## src/rtl/mcycle_arbiter.sv

```systemverilog
// Round-robin share of one MCycle unit between two requesters: Ack the cycle after grant,
// Done/Err one cycle after MCycle drops Busy or the WAIT timeout expires; no grant outside IDLE.
module mcycle_arbiter #(
  parameter int WIDTH   = 4,
  parameter int TIMEOUT = 64
) (
  input  logic             CLK,
  input  logic             RESETn,
  input  logic             Req0,
  input  logic             Req1,
  input  logic [1:0]       Op0,
  input  logic [1:0]       Op1,
  input  logic [WIDTH-1:0] A0,
  input  logic [WIDTH-1:0] A1,
  input  logic [WIDTH-1:0] B0,
  input  logic [WIDTH-1:0] B1,
  output logic             Ack0,
  output logic             Ack1,
  output logic             Done0,
  output logic             Done1,
  output logic             Err,
  output logic [WIDTH-1:0] Result1,
  output logic [WIDTH-1:0] Result2,
  output logic             MC_Start,
  output logic [1:0]       MC_Op,
  output logic [WIDTH-1:0] MC_A,
  output logic [WIDTH-1:0] MC_B,
  input  logic [WIDTH-1:0] MC_Result1,
  input  logic [WIDTH-1:0] MC_Result2,
  input  logic             MC_Busy
);

  localparam int CW = $clog2(TIMEOUT + 1);
  localparam logic [CW-1:0] TMO_LAST = CW'(TIMEOUT - 1);
  localparam logic [CW-1:0] TMO_MAX  = CW'(TIMEOUT);

  typedef enum logic [1:0] {IDLE, LAUNCH, WAIT, RESP} state_t;

  state_t        state, state_nxt;
  logic          rr;        // id granted last; the other side wins a tie
  logic          winner;    // id of the operation in flight
  logic          grant;
  logic          grant_id;
  logic          finish;
  logic          abort;
  logic [CW-1:0] tmo_cnt;

  assign grant_id = (Req0 & Req1) ? ~rr : Req1;

  always_ff @(posedge CLK or negedge RESETn) begin
    if (!RESETn) begin
      state <= IDLE;
    end else begin
      state <= state_nxt;
    end
  end

  always_comb begin
    state_nxt = state;
    grant     = 1'b0;
    finish    = 1'b0;
    abort     = 1'b0;
    MC_Start  = 1'b0;
    case (state)
      IDLE: begin
        if (Req0 | Req1) begin
          grant     = 1'b1;
          state_nxt = LAUNCH;
        end
      end
      LAUNCH: begin
        MC_Start = 1'b1;
        if (MC_Busy) begin
          state_nxt = WAIT;
        end
      end
      WAIT: begin
        // A completing MCycle wins over a timeout landing on the same edge.
        if (!MC_Busy) begin
          finish    = 1'b1;
          state_nxt = RESP;
        end else if (tmo_cnt >= TMO_LAST) begin
          abort     = 1'b1;
          state_nxt = RESP;
        end
      end
      RESP: begin
        state_nxt = IDLE;
      end
      default: begin
        state_nxt = IDLE;
      end
    endcase
  end

  always_ff @(posedge CLK or negedge RESETn) begin
    if (!RESETn) begin
      rr      <= 1'b1;
      winner  <= 1'b0;
      MC_Op   <= '0;
      MC_A    <= '0;
      MC_B    <= '0;
      Ack0    <= 1'b0;
      Ack1    <= 1'b0;
      Done0   <= 1'b0;
      Done1   <= 1'b0;
      Err     <= 1'b0;
      Result1 <= '0;
      Result2 <= '0;
      tmo_cnt <= '0;
    end else begin
      Ack0  <= grant & ~grant_id;
      Ack1  <= grant & grant_id;
      Done0 <= (finish | abort) & ~winner;
      Done1 <= (finish | abort) & winner;
      Err   <= abort;

      if (grant) begin
        rr      <= grant_id;
        winner  <= grant_id;
        MC_Op   <= grant_id ? Op1 : Op0;
        MC_A    <= grant_id ? A1 : A0;
        MC_B    <= grant_id ? B1 : B0;
        tmo_cnt <= '0;
      end else if ((state == LAUNCH || state == WAIT) && tmo_cnt != TMO_MAX) begin
        tmo_cnt <= tmo_cnt + CW'(1);
      end

      if (finish) begin
        Result1 <= MC_Result1;
        Result2 <= MC_Result2;
      end else if (abort) begin
        Result1 <= '0;
        Result2 <= '0;
      end
    end
  end

endmodule

```

## config.mk

```make
export PLATFORM = sky130hd
export DESIGN_NAME = mcycle_arbiter
export DESIGN_NICKNAME = d
export VERILOG_FILES = /design/src/rtl/mcycle_arbiter.sv
export SDC_FILE = /design/constraint.sdc
export NUM_CORES = 1
export LEC_CHECK = 0
export BUFFER_PORTS_ARGS = -buffer_cell sky130_fd_sc_hd__buf_2
export CAP_MARGIN = 0
export CELL_PAD_IN_SITES_DETAIL_PLACEMENT = 2
export CELL_PAD_IN_SITES_GLOBAL_PLACEMENT = 2
export CORE_MARGIN = 4
export CORE_UTILIZATION = 32
export DETAILED_ROUTE_END_ITERATION = 8
export HOLD_SLACK_MARGIN = 0.03
export PLACE_DENSITY_LB_ADDON = 0.1
export SYNTH_ARGS = -nofsm -noshare
export SYNTH_HDL_FRONTEND = slang
export SYNTH_SLANG_ARGS = --single-unit
```

## constraint.sdc

```tcl
create_clock -name CLK -period 3.9 [get_ports CLK]
set_input_delay 0.195 -clock CLK [delete_from_list [all_inputs] [get_ports CLK]]
set_output_delay 0.195 -clock CLK [all_outputs]
set_load 0.02 [all_outputs]
```

# [Word-level counts from Yosys, hierarchy flattened]
# Index checks and enable logic that the tools add are counted.
[totals] regBits=34 elab_cells=61
[classes] add_sub_neg=1 magnitude_cmp=1 eq_ne=7 n_mux=22 bitwise_logic=10 n_reduce_logical=6
[op_table] cell="$mux 4" n=5
[op_table] cell="$mux 7" n=2
[op_table] cell="$mux 2" n=5
[op_table] cell="$mux 1" n=9
[op_table] cell="$pmux 2 s4" n=1
[op_table] cell="$add 7x1->7 const B" n=1
[op_table] cell="$ge 7x6->1 const B" n=1
[op_table] cell="$ne 7x7->1 const B" n=1
[op_table] cell="$and 1x1->1" n=5
[op_table] cell="$eq 2x2->1 const B" n=2
[op_table] cell="$ne 2x2->1 const B" n=2
[op_table] cell="$reduce_bool 2->1" n=2
[op_table] cell="$ne 3x3->1 const B" n=1
[op_table] cell="$not 1->1" n=3
[op_table] cell="$reduce_and 3->1" n=1
[op_table] cell="$eq 2x1->1 const B" n=1
[op_table] cell="$logic_not 2->1" n=1
[op_table] cell="$or 1x1->1" n=2
[op_table] cell="$logic_and 1x1->1" n=1
[op_table] cell="$logic_or 1x1->1" n=1

# [Depth between registers and ports, before layout]
# Gate-level depths: netlist (run 1).
[depth] depth_word=6 depth_mapped=6 ltp_nobuf=5

# [Worst setup path before layout (run 1)]
# No wires, ideal clock.
[synth_timing] path_kind="flip-flop to flip-flop" startpoint="register state[0]" endpoint="register MC_B[0]" setup_time_ns=0.126 arrival_time_ns=1.368 required_time_ns=3.774 path_slack_ns=2.406 path_stages_with_launch=7 n_path_buf=1 synth_period_minus_slack_ns=1.494 path_cell_list="dfrtp_1 -> inv_1 -> ha_1 -> o21ai_2 -> buf_2 -> and2_0 -> a221o_1"
[synth_via] elab_chain_cells=2
[synth_lines] item="from (decl)" line="39" rtl="state_t state, state_nxt;"
[synth_lines] item="from (signal assigned)" line="54" rtl="state <= state_nxt;"
[synth_lines] item="$logic_not 2->1" line="64" rtl="case (state)"
[synth_lines] item="$mux 1" line="64"
[synth_lines] item="to (signal assigned)" line="123" rtl="MC_B <= grant_id ? B1 : B0;"
[synth_lines] item="to (decl)" line="27" rtl="output logic [WIDTH-1:0] MC_B,"
# No other way between the ends.
# A chain may end at the register's enable or synchronous reset.

# [Worst setup path in the final report (run 1)]
[layout_timing] startpoint="register state[0]" endpoint="register MC_A[3]"
[layout_via] elab_chain_cells=2
[layout_lines] item="$logic_not 2->1" line="64"
[layout_lines] item="$mux 1" line="64"
[layout_lines] item="to (signal assigned)" line="122" rtl="MC_A <= grant_id ? A1 : A0;"
[layout_lines] item="to (decl)" line="26" rtl="output logic [WIDTH-1:0] MC_A,"
# No other way between the ends.

==> impl_metrics.sql, run 1 <==
INSERT INTO impl_metrics (metric_group, metric, value, unit) VALUES
('final_layout', 'layout.core_utilization', '43.8', '%'),
('sta', 'total_count_of_hold_check_failures_in_the_final_report', '0', ''),
('global_routing', 'grt_pass1_wl', '7490', 'um'),
('detailed_routing', 'drtIter0Drc', '45', ''),
('clock_network', 'cts_htree_levels', '2', ''),
('clock_network', 'tritoncts', 'done', ''),
('min_path', 'min_from', 'MC_Result1[0]', ''),
('global_routing', 'grt-ovfl-total', '0', ''),
('floorplan', 'ios', '57', ''),
('setup_path', 'crit_path_buffers_inverters', '1', ''),
('sta', 'final.setup.tns', '0', 'ps'),
('placed_design', 'place.port_buffers', '56', ''),
('global_routing', 'first_global_vias', '1533', ''),
('setup_path', 'cp-start-kind', 'flip-flop', ''),
('yosys', 'mappedNetlistNets', '185', ''),
('run_status', 'status', 'completed', ''),
('global_routing', 'most_heavily_used_metal_layer_in_global_routing', 'met2', ''),
('clock_network', 'clk_latency', '280', 'ps'),
('detailed_routing', 'route.vias.total', '1375', ''),
('yosys', 'ys_seq_elements', '34', ''),
('pwr', 'vdd.ir_drop.worst', '0.304', 'mV'),
('yosys', 'post_synth_num_cell_types', '40', ''),
('yosys', 'count_of_flip_flops_with_a_built_in_enable_after_synthesis', '0', ''),
('setup_path', 'critical_path.cell_chain', 'inv_1 -> ha_1 -> nand2_1 -> a21oi_1 -> a221o_1', ''),
('yosys', 'netlist_top_cells_area', 'dfrtp_1, a221o_1, a2bb2oi_1, ha_1, o21ai_0', ''),
('min_path', 'class_of_the_tightest_hold_or_removal_check', 'in2reg', ''),
('placed_design', 'sum_of_net_half_perimeters_after_detailed_placement', '3400', 'um'),
('clock_network', 'cts-buffers-inserted', '5', ''),
('global_routing', 'antenna_found_initial', '0', ''),
('yosys', 'netlist_instances', '147', ''),
('setup_path', 'reg2reg_setup_slack', '1840', 'ps'),
('global_routing', 'maximum_number_of_pins_on_one_net_before_global_route_repair', '35', ''),
('setup_path', 'regToRegStartpoint', 'state[0]', ''),
('yosys', 'ys_async_sr_fraction', '100', '%'),
('floorplan', 'placement_rows', '25', ''),
('yosys', 'yosysWarningCount', '0', ''),
('yosys', 'synth_largest_type_area_fraction', '51.0', '%'),
('global_routing', 'grt_util_met1', '16.8', '%'),
('global_routing', 'met2_usage', '28.1', '%'),
('setup_path', 'critical_path_peak_fanout', '13', ''),
('detailed_routing', 'post_drt_wl_per_cell', '16.8', 'um'),
('floorplan', 'die_height', '79.1', 'um'),
('setup_path', 'critPathSlowestCell', 'a21oi_1', ''),
('floorplan', 'die_area', '0.00626', 'mm2'),
('setup_path', 'r2r-end', 'MC_A[3]', ''),
('yosys', 'share_of_synthesized_area_occupied_by_flip_flops_and_latches', '52.6', '%'),
('setup_path', 'cpLargestDelayFamily', 'compound AO/OA/AOI/OAI gates', ''),
('sta', 'grt_setup_unrepaired', 'no', ''),
('yosys', 'synth_commonest_cells', 'dfrtp_1, inv_1, o21ai_0', ''),
('clock_network', 'clock-sinks', '34', ''),
('sta', 'min_clock_period_post_route', '2060', 'ps'),
('global_routing', 'gr-usage-met3', '4.65', '%'),
('detailed_routing', 'antenna_left', '0', ''),
('detailed_routing', 'drt_pre_antenna_iters', '4', ''),
('placed_design', 'globalplace.congestion', '0.827', ''),
('min_path', 'hold_critical_path_endpoint', 'Result1[0]', ''),
('sta', 'finalCritPeriodShare', '52.8', '%'),
('setup_path', 'critPathCaptureType', 'flip-flop', ''),
('pwr', 'power-per-cell-area', '825', 'mW/mm2'),
('clock_network', 'clockBufferDepth', '2', ''),
('sta', 'setup_viol', '0', ''),
('detailed_routing', 'drc', '0', ''),
('final_layout', 'antenna-diode-count', '0', ''),
('yosys', 'synth_area_leader_cell', 'dfrtp_1', ''),
('setup_path', 'required_arrival_time_at_the_worst_endpoint', '4120', 'ps'),
('detailed_routing', 'route.detailed.vias_per_inst', '5.02', ''),
('pwr', 'power_leakage', '1.08', 'nW'),
('floorplan', 'floorplan.die.width', '79.1', 'um'),
('floorplan', 'core_area', '0.00482', 'mm2'),
('global_routing', 'gr-usage-all-layers', '15.5', '%'),
('sta', 'clock-skew-final', '7.56', 'ps');
-- metrics by stage --
step	worst slack (ps)	area (um2)	power (mW)	hold WS [ps]	std cells
after floorplan	2410	1620	1.11	-101	147
after global placement	2030	1960	1.30	301	265
after detailed placement	1830	1960	1.35	324	265
after CTS	1800	2110	1.77	118	274
after global routing	1650	2110	1.87	128	274
final	1840	2110	1.74	126	274
-- sequential cells by signal (all words and copies together) (netlist names) --
signal	flops
state	2
Err	1
Ack0	1
MC_A	4
tmo_cnt	7
Done1	1
Result2	4
MC_B	4
rr	1
MC_Op	2
winner	1
Ack1	1
Done0	1
Result1	4
-- area by class of cell --
| type | instances | area (um2) |
|---|---|---|
| clock buffers | 6 | 82.6 |
| clock inverters | 2 | 60.1 |
| fillers | 539 | 2710 |
| inverters | 14 | 52.6 |
| multi-input cells | 94 | 689 |
| flip-flops and latches | 34 | 852 |
| well taps | 67 | 83.8 |
| repair buffers | 57 | 290 |
-- cell families after synthesis --
logic type      count (synthesis)  share of synthesized area [%]
mux                             2                           1.24
flops                          34                           52.6
compound gates                 48                           22.7
simple gates                   37                           13.7
buf+inv                        19                           4.79
fa+ha+maj                       5                           3.86
xor+xnor                        2                           1.08
-- power breakdown --
group	leakage [nW]	switching [mW]	internal, mW
registers	0.417	0.0824	0.489
clock network	0.0714	0.133	0.273
logic	0.590	0.447	0.317
total	1.08	0.662	1.08
-- how the worst max path moves through the flow --
stage	start	cells past startpoint	slack [ps]	to
after CTS	state[0]	5	1800	MC_A[3]
final	state[0]	5	1840	MC_A[3]
after global routing	state[0]	5	1650	MC_A[2]
after floorplan	state[0]	6	2410	MC_B[0]
after detailed placement	state[0]	5	1830	MC_A[3]
after global placement	state[0]	5	2030	MC_A[1]
-- what timing repair did --
item,4_1_cts,5_1_grt
hold buffers,1,0
resized for setup,0,0
hold endpoints to repair,33,0
-- layout by cell type (no fill, tap or decap), types with 2 or more instances in the layout --
cell type	netlist	routed
a2bb2oi_1	8	8
and2_0	4	4
nand3_1	3	3
nand4_1	2	2
o21ai_0	12	12
bufinv_16	0	2
xor2_1	2	2
a21o_1	3	3
inv_1	14	14
dfrtp_1	33	33
mux2i_1	2	2
or3_1	2	2
a21oi_1	6	6
and2_1	7	7
clkbuf_8	0	6
buf_2	2	56
a221o_1	10	10
nor2_1	2	2
nand2_1	7	7
ha_1	5	5
and3_1	2	2
-- metal layers --
| metal | vias up | wire length [um] | part of all wire [%] |
|---|---|---|---|
| li1 | 650 | - | - |
| met1 | 687 | 1910 | 42 |
| met2 | 34 | 2400 | 52 |
| met3 | 4 | 240 | 5.2 |
| met4 | 0 | 53 | 1.2 |
| met5 | - | 0 | 0 |
-- worst register-to-register path, cell delays in order (launching register included) --
cell and delay (ps):
dfrtp_1 400, inv_1 130, ha_1 290, nand2_1 80, a21oi_1 800, a221o_1 300
Power figures use the tool's default switching activity.
==> inputs of run 2 (changes only) <==
--- a/config.mk
+++ b/config.mk
@@ -10,7 +10,7 @@
 export CELL_PAD_IN_SITES_DETAIL_PLACEMENT = 2
 export CELL_PAD_IN_SITES_GLOBAL_PLACEMENT = 2
 export CORE_MARGIN = 4
-export CORE_UTILIZATION = 32
+export CORE_UTILIZATION = 27
 export DETAILED_ROUTE_END_ITERATION = 8
 export HOLD_SLACK_MARGIN = 0.03
 export PLACE_DENSITY_LB_ADDON = 0.1
==> constraint.sdc (replaced) <==
create_clock -name CLK -period 1.7 [get_ports CLK]
set_input_delay 0.085 -clock CLK [delete_from_list [all_inputs] [get_ports CLK]]
set_output_delay 0.085 -clock CLK [all_outputs]
set_load 0.02 [all_outputs]
==> run 2 against run 1 <==
Net effect: final cell count is 6.6% higher; cell area is 4.4% higher; critical path depth stayed put; utilization is 5.0 points lower; sequential power is 130% higher; via count is 4.8% higher; clock skew is 2.2 ps higher; routed wire length is 4.4% higher; worst setup slack worse by 1700 ps.
==> impl_metrics.sql, run 2 (same netlist as run 1, synthesis figures left out) <==
INSERT INTO impl_metrics (metric_group, metric, value, unit) VALUES
('placed_design', 'sum_of_net_half_perimeters_after_detailed_placement', '3460', 'um'),
('sta', 'maxSlewViolCount', '0', ''),
('min_path', 'min_from', 'A0[2]', ''),
('detailed_routing', 'detail_route.wirelength', '4810', 'um'),
('setup_path', 'critical_path.cell_chain', 'inv_1 -> ha_2 -> or3b_1 -> a21oi_1 -> a211oi_2', ''),
('setup_path', 'slowest_delay', '420', 'ps'),
('pwr', 'total_power', '3.77', 'mW'),
('placed_design', 'globalplace.congestion', '0.743', ''),
('floorplan', 'die_area', '0.00730', 'mm2'),
('pwr', 'power-per-cell-area', '1710', 'mW/mm2'),
('global_routing', 'first_global_vias', '1584', ''),
('sta', 'maxSlewHeadroom', '70.2', '%'),
('final_layout', 'drive_above_1_share', '34.5', '%'),
('placed_design', 'place.port_buffers', '56', ''),
('setup_path', 'critPathCaptureType', 'flip-flop', ''),
('final_layout', 'regMostFlops', 'tmo_cnt', ''),
('run', 'maxCapViolations', '0', ''),
('clock_network', 'clockBufferDepth', '2', ''),
('detailed_routing', 'drt_pre_antenna_iters', '3', ''),
('setup_path', 'critical_path_peak_fanout', '6', ''),
('clock_network', 'post_cts.repair.setup_buffers', '0', ''),
('global_routing', 'grt_pass1_wl', '7800', 'um'),
('global_routing', 'gr-usage-all-layers', '13.3', '%'),
('final_layout', 'syn_to_final_growth', '36.1', '%'),
('clock_network', 'cts-buffers-inserted', '5', ''),
('setup_path', 'path_depth', '5', ''),
('setup_path', 'crit_path_buffers_inverters', '1', ''),
('setup_path', 'worstPathArrival', '1720', 'ps'),
('detailed_routing', 'route.vias.total', '1441', ''),
('placed_design', 'dpl_cell_area', '0.00199', 'mm2'),
('placed_design', 'pre_cts_ws', '45.0', 'ps'),
('clock_network', 'clock-sinks', '34', ''),
('sta', 'max_clock_freq', '640', 'MHz'),
('final_layout', 'final_cell_area', '0.00220', 'mm2'),
('floorplan', 'ios', '57', ''),
('global_routing', 'maximum_number_of_pins_on_one_net_before_global_route_repair', '35', ''),
('final_layout', 'nets', '257', ''),
('setup_path', 'cpLargestDelayFamily', 'simple AND/OR/NAND/NOR gates', ''),
('setup_path', 'reg2reg_setup_slack', '140', 'ps'),
('clock_network', 'tritoncts', 'done', ''),
('clock_network', 'cts_htree_levels', '2', ''),
('final_layout', 'antenna-diode-count', '0', ''),
('sta', 'min_clock_period_post_route', '1560', 'ps'),
('min_path', 'class_of_the_tightest_hold_or_removal_check', 'in2reg', ''),
('detailed_routing', 'drc', '0', ''),
('final_layout', 'layout_common_cells', 'buf_2, dfrtp_1, inv_1', ''),
('pwr', 'power_leakage', '1.11', 'nW'),
('setup_path', 'regToRegStartpoint', 'state[0]', ''),
('run_status', 'status', 'completed', ''),
('sta', 'finalCritPeriodShare', '92.0', '%'),
('floorplan', 'placement_rows', '27', ''),
('detailed_routing', 'post_drt_wl_per_cell', '16.5', 'um'),
('floorplan', 'die_height', '85.4', 'um'),
('min_path', 'whs_path_depth', '2', ''),
('pwr', 'vdd.ir_drop.worst', '0.554', 'mV'),
('detailed_routing', 'drtIter0Drc', '38', ''),
('final_layout', 'largest_reg_flops', '7', ''),
('floorplan', 'floorplan.die.width', '85.4', 'um'),
('sta', 'hold_slack', '39.0', 'ps'),
('final_layout', 'fillerInstances', '635', ''),
('setup_path', 'cp-start-kind', 'flip-flop', ''),
('sta', 'fin_ws', '137', 'ps'),
('detailed_routing', 'route.detailed.vias_per_inst', '4.93', ''),
('setup_path', 'worstRegToRegCells', '5', ''),
('setup_path', 'worst-setup-path-type', 'reg2reg', ''),
('floorplan', 'core_area', '0.00568', 'mm2'),
('sta', 'total_count_of_hold_check_failures_in_the_final_report', '0', ''),
('sta', 'tightest_slew', '442', 'ps'),
('setup_path', 'critPathSlowestCell', 'or3b_1', ''),
('clock_network', 'cts_root_buffer', 'clkbuf_8', ''),
('global_routing', 'grt-ovfl-total', '0', ''),
('sta', 'setup_viol', '0', ''),
('clock_network', 'cts.reportedPaths.clkPinSlew', '70', 'ps'),
('final_layout', 'final_common_cell', 'buf_2', ''),
('sta', 'clock-skew-final', '9.80', 'ps'),
('sta', 'final.setup.tns', '0', 'ps'),
('floorplan', 'start_util', '28.5', '%'),
('global_routing', 'antenna_found_initial', '0', ''),
('setup_path', 'required_arrival_time_at_the_worst_endpoint', '1850', 'ps'),
('detailed_routing', 'antenna_left', '0', ''),
('clock_network', 'clk_latency', '280', 'ps'),
('min_path', 'hold_critical_path_endpoint', 'MC_A[2]', ''),
('setup_path', 'r2r-end', 'state[0]', '');
[run 2: metal layers]
| layer | part of all wire, % | vias to the layer above | GRT usage (%) | wire, um |
|---|---|---|---|---|
| met2 | 52 | 33 | 23.4 | 2480 |
| met1 | 43 | 727 | 16.3 | 2070 |
| met3 | 4.4 | 5 | 2.72 | 212 |
| li1 | - | 676 | - | - |
| met5 | 0 | - | 0 | 0 |
| met4 | 0.96 | 0 | 4.32 | 46 |
[run 2: metrics by stage]
stage          instances  util (%)
2_1_floorplan        147         -
3_3_place_gp         274      35.1
5_1_grt              292      38.8
4_1_cts              288      37.8
3_5_place_dp         274      35.1
6_report             292      38.8
[run 2: cell type report]
| class | instances | area, um2 | area share (%) |
|---|---|---|---|
| Multi-Input combinational cell | 94 | 707 | 32.1 |
| Sequential cell | 34 | 852 | 38.7 |
| Inverter | 14 | 52.6 | 2.39 |
| Clock buffer | 7 | 86.3 | 3.92 |
| Clock inverter | 1 | 5.00 | 0.227 |
| Tap cell | 72 | 90.1 | 4.09 |
| Timing Repair Buffer | 70 | 410 | 18.6 |
[run 2: worst max path at each step]
stage                   from         end  slack, ps
floorplan           state[0]     MC_B[0]        210
global placement    state[0]     MC_B[3]         90
detailed placement  state[0]     MC_B[0]         40
CTS                 state[0]     MC_B[0]         30
global route        state[1]  tmo_cnt[2]        -20
finish              state[0]    state[0]        140
[run 2: repair_timing]
item,4_1_cts,5_1_grt
resized for setup,0,6
hold buffers,6,4
endpoints found under the setup margin,0,18
hold endpoints to repair,37,4
[run 2: report_power, final]
part           internal (mW)  total, mW  switching [mW]  leakage, nW
Sequential              1.12       1.31           0.187        0.417
Clock                  0.327      0.612           0.285       0.0482
Combinational          0.795       1.85            1.06        0.649
Total                   2.24       3.77            1.53         1.11
